File: src/rtl/game_state_ctrl.sv
// Game flow controller: start/play/dying/over sequencing, lives and pellet score,
// with per-ghost box collision evaluated once per frame tick.
module game_state_ctrl #(
    parameter int NUM_GHOSTS  = 4,
    parameter int HIT_RADIUS  = 8,
    parameter int LIVES       = 3,
    parameter int DYING_TICKS = 60
) (
    input  logic                    clk,
    input  logic                    rst,
    input  logic                    tick,
    input  logic                    start,
    input  logic [9:0]              pac_x,
    input  logic [8:0]              pac_y,
    input  logic [10*NUM_GHOSTS-1:0] ghost_x,
    input  logic [9*NUM_GHOSTS-1:0]  ghost_y,
    input  logic [NUM_GHOSTS-1:0]   ghost_en,
    input  logic                    pellet,
    output logic [1:0]              state,
    output logic [3:0]              lives_left,
    output logic [15:0]             score,
    output logic [NUM_GHOSTS-1:0]   hit_mask,
    output logic                    respawn,
    output logic                    game_over
);

    // state | meaning
    // IDLE  | waiting for start after reset
    // PLAY  | game running, pellets scored, collisions checked on tick
    // DYING | death animation, counts DYING_TICKS ticks
    // OVER  | no lives left; results held until start
    typedef enum logic [1:0] {
        IDLE  = 2'd0,
        PLAY  = 2'd1,
        DYING = 2'd2,
        OVER  = 2'd3
    } state_t;

    localparam logic [10:0] RADIUS   = 11'(HIT_RADIUS);
    localparam logic [7:0]  DYING_TC = 8'(DYING_TICKS - 1);
    localparam logic [3:0]  LIVES_INIT = 4'(LIVES);

    state_t                  state_r;
    logic [7:0]              dying_cnt;
    logic [NUM_GHOSTS-1:0]   coll;

    // Magnitude carried in 11 bits so the subtraction can never wrap.
    function automatic logic [10:0] abs_diff(input logic [9:0] a, input logic [9:0] b);
        logic [10:0] ea;
        logic [10:0] eb;
        ea = {1'b0, a};
        eb = {1'b0, b};
        return (ea >= eb) ? (ea - eb) : (eb - ea);
    endfunction

    always_comb begin
        coll = '0;
        for (int i = 0; i < NUM_GHOSTS; i++) begin
            coll[i] = ghost_en[i]
                   && (abs_diff(pac_x, ghost_x[10*i +: 10]) < RADIUS)
                   && (abs_diff({1'b0, pac_y}, {1'b0, ghost_y[9*i +: 9]}) < RADIUS);
        end
    end

    always_ff @(posedge clk) begin
        if (rst) begin
            state_r    <= IDLE;
            lives_left <= '0;
            score      <= '0;
            hit_mask   <= '0;
            respawn    <= 1'b0;
            game_over  <= 1'b0;
            dying_cnt  <= '0;
        end else begin
            respawn <= 1'b0;
            case (state_r)
                IDLE, OVER: begin
                    if (start) begin
                        state_r    <= PLAY;
                        lives_left <= LIVES_INIT;
                        score      <= '0;
                        hit_mask   <= '0;
                        game_over  <= 1'b0;
                    end
                end
                PLAY: begin
                    if (pellet && score != 16'hFFFF)
                        score <= score + 16'd1;
                    if (tick && |coll) begin
                        state_r    <= DYING;
                        lives_left <= lives_left - 4'd1;
                        hit_mask   <= coll;
                        dying_cnt  <= '0;
                    end
                end
                DYING: begin
                    if (tick) begin
                        if (dying_cnt == DYING_TC) begin
                            dying_cnt <= '0;
                            if (lives_left == 4'd0) begin
                                state_r   <= OVER;
                                game_over <= 1'b1;
                            end else begin
                                state_r <= PLAY;
                                respawn <= 1'b1;
                            end
                        end else begin
                            dying_cnt <= dying_cnt + 8'd1;
                        end
                    end
                end
                default: state_r <= IDLE;
            endcase
        end
    end

    assign state = state_r;

endmodule

File: config.mk
export PLATFORM = sky130hd
export DESIGN_NAME = game_state_ctrl
export DESIGN_NICKNAME = d
export VERILOG_FILES = /design/src/rtl/game_state_ctrl.sv
export SDC_FILE = /design/constraint.sdc
export NUM_CORES = 1
export LEC_CHECK = 0
export BUFFER_PORTS_ARGS = -buffer_cell sky130_fd_sc_hd__buf_2
export CORE_UTILIZATION = 60
export DETAILED_ROUTE_END_ITERATION = 10
export PLACE_DENSITY = 0.84
export SETUP_SLACK_MARGIN = 0.02
export SLEW_MARGIN = 10
export SYNTH_ARGS = -nofsm -noshare
export SYNTH_HDL_FRONTEND = slang
export SYNTH_SLANG_ARGS = --single-unit
export TNS_END_PERCENT = 10
File: constraint.sdc
create_clock -name clk -period 5.35 [get_ports clk]
set_input_delay 1.07 -clock clk [delete_from_list [all_inputs] [get_ports clk]]
set_output_delay 1.07 -clock clk [all_outputs]
set_load 0.02 [all_outputs]
==> flow_metrics.env <==
export IMPL_hold_viol_final=0
export IMPL_path_class="input port to register"
export IMPL_num_io_pins=132
export IMPL_top_layer="met4"
export IMPL_cpPeakStageDelay_ns=0.56
export IMPL_synth_avg_cell_area_sq_um=7.20
export IMPL_outcome="complete, no violations"
export IMPL_yosys_area_top_type_share_pct=24.3
export IMPL_hold_worst_slack_ns=0.477
export IMPL_hp_start="dying_cnt[7]"
export IMPL_clock_skew_ns=0.00395
export IMPL_r2r_end="score[13]"
export IMPL_cts_clk_slew_worst_paths_ns=0.05
export IMPL_gp_congestion=0.974
export IMPL_synthDistinctLibCells=83
export IMPL_final_common_cell="ha_1"
export IMPL_fin_crit_ns=4.44
export IMPL_grt_pass1_wl_um=37200
export IMPL_period_share_pct=82.9
export IMPL_num_vias=8789
export IMPL_pwr_density_cell_nw_per_um2=162
export IMPL_wl_met3_um=1470
export IMPL_rr_worst_depth=9
export IMPL_syn_cell_area_sq_um=8170
export IMPL_syn_inst=1135
export IMPL_tightest_slew_ns=0.968
export IMPL_vias_per_cell=6.22
export IMPL_postCtsResizedCells=0
export IMPL_ant_nets=0
export IMPL_drt_wl_total_um=23000
export IMPL_cts_sinks=36
export IMPL_layout_common_cells="159 x ha_1, 143 x inv_1, 131 x buf_2"
export IMPL_ir_drop_mv=0.142
export IMPL_dr_wl_met2_um=10700
export IMPL_fin_util_pct=68.3
export IMPL_crit_path_end_kind="register"
export IMPL_post_cts_setup_buffer_count=0
export IMPL_synth_top_cell_by_area="ha_1"
export IMPL_start_kind="input port"
export IMPL_cts_buffers=5
export IMPL_hold_buffers=0
export IMPL_yosys_warnings=0
export IMPL_synth_seq_area_share_pct=8.82
export IMPL_clk_path_buf_depth=2
export IMPL_cts_root_buf="clkbuf_16"
export IMPL_die_x_um=119
export IMPL_cap_violations=0
export IMPL_setup_violations=0
export IMPL_wl_met1_um=10200
export IMPL_overflow=0
export IMPL_path_cells="buf_2, inv_1, ha_1, nand2b_1, a211oi_1, o221a_2, o211ai_1, nor4_1, nand3_1, a2111oi_2, nor4_4, buf_4, or2_1, o41ai_1"
export IMPL_clock_latency_ns=0.28
export IMPL_hpwl_um=18500
export IMPL_drive_gt1_share_pct=14.1
export IMPL_crit_family="compound AO/OA/AOI/OAI gates"
export IMPL_syn_to_final_growth_pct=10.7
export IMPL_grt_pass1_vias=8095
export IMPL_slew_headroom_pct=35.5
export IMPL_worst_ep_required_time_ns=5.53
export IMPL_fin_setup_tns_ns=0
export IMPL_cp_slowest_cell="a2111oi_2"
export IMPL_syn_num_nets=1398
export IMPL_synth_area_leaders="ha_1 24%, dfxtp_1 8.8%, a21oi_1 6.7%"
export IMPL_route_detailed_drc=0
export IMPL_hold_path_class="register to register"
export IMPL_leakage_nw=4.46
export IMPL_grt_max_degree=27
export IMPL_crit_fanout=19
export IMPL_fp_coreArea_sq_um=13200
export IMPL_wire_per_inst_um=16.3
export IMPL_start_util_pct=61.7
export IMPL_rsz0062_at_grt="false"
export IMPL_chipHeight_um=119
export IMPL_ys_flop_type="dfxtp_1"
export IMPL_reg2reg_slack_ns=2.11
export IMPL_hold_path_depth=2
export IMPL_grtUsageTotal_pct=31.4
export IMPL_synth_edff_count=0
export IMPL_slew_viol_final=0
export IMPL_r2r_start="state[1]"
export IMPL_arrival_ns=4.61
export IMPL_ys_ff_latch=36
export IMPL_ys_async_sr_fraction_pct=0
export IMPL_cts_tree="done"
export IMPL_rows=42
export IMPL_max_freq_ghz=0.225
export IMPL_die_area_sq_um=14100
export IMPL_final_nets=1499
export IMPL_holdPathEnd="dying_cnt[7]"
export IMPL_crit_buf_inv=3
export IMPL_drtIter0Drc=848
export IMPL_antenna_found_initial=1
export IMPL_io_buffers=131
export IMPL_drtPass1Iterations=5
export IMPL_htreeDepth=2
how the worst max path moves through the flow:
stage | from | end | slack [ns] | depth (start not counted)
2_1_floorplan | pac_y[3] | state[1] | 1.32 | 13
3_3_place_gp | pac_x[1] | lives_left[3] | 0.76 | 14
3_5_place_dp | pac_x[8] | dying_cnt[1] | 0.65 | 14
4_1_cts | pac_x[8] | dying_cnt[1] | 0.94 | 14
5_1_grt | pac_x[8] | dying_cnt[0] | 0.68 | 14
6_report | pac_x[8] | lives_left[3] | 0.91 | 14
state kept, by name (all words and copies together), names as in the netlist:
name,count
dying_cnt,8
score,16
lives_left,4
hit_mask,4
respawn,1
state,2
game_over,1
Yosys cell counts, types with 5 or more instances:
cell type and instances:
nor3_1 24, o2111ai_1 9, a211oi_1 22, o211ai_1 16
xor2_1 22, a2111oi_0 6, nand4_1 17, nor4_1 10
nand2b_1 23, ha_1 159, nor2_1 63, or4_1 5
inv_1 143, nor4b_1 5, o22ai_1 7, nor2b_1 23
o2bb2ai_1 6, dfxtp_1 36, a21o_1 19, o21bai_1 6
a221oi_1 6, mux2i_1 15, clkbuf_1 28, o21ai_0 73
and3_1 11, or3_1 13, a31oi_1 10, nand2_1 73
nand3b_1 9, or2_2 8, nand3_1 25, and2_1 8
a21oi_1 109, buf_2 6, o21a_1 21, and4_1 6
metrics by stage:
step	total power, W	std cells	cell area (sq um)	setup slack (ns)
5_1_grt	0.00157	1413	9040	0.675
3_3_place_gp	0.00113	1405	8890	0.755
3_5_place_dp	0.00114	1405	8890	0.653
4_1_cts	0.00145	1412	9040	0.939
6_report	0.00147	1413	9040	0.913
2_1_floorplan	0.000924	1135	8170	1.32
worst min-delay path: stages, from the launching register on:
cell and delay (ns):
dfxtp_1 0.32, nand2_1 0.05, o2bb2ai_1 0.06
report_power, final:
group          internal, W  leakage (nW)  switching (W)
Clock             0.000195        0.0760       0.000107
Sequential        0.000278         0.291      0.0000106
Combinational     0.000343          4.09       0.000534
Total             0.000816          4.46       0.000651
layout make-up:
type | instances | area (sq um)
Antenna cell | 1 | 2.50
Clock buffer | 7 | 153
Fill cell | 1197 | 4200
Inverter | 143 | 537
Multi-Input combinational cell | 917 | 6740
Sequential cell | 36 | 721
Tap cell | 176 | 220
Timing Repair Buffer | 133 | 671
kinds of logic after synthesis:
family	Yosys count	share of synthesized area [%]
muxes	21	2.71
buffers and inverters	182	8.70
xor gates and xnor gates	25	2.68
adders and majority gates	159	24.3
AOI/OAI and AO/OA	379	31.1
and+or+nand+nor	333	21.6
DFF	36	8.82
layer usage:
layer / track usage [%] / vias up
met1: 40.2 / 4049
met4: 9.73 / 0
met2: 55.2 / 350
met5: 0 / -
met3: 2.99 / 53
li1: - / 4337
Note: power is estimated with default switching activity, not from simulation.
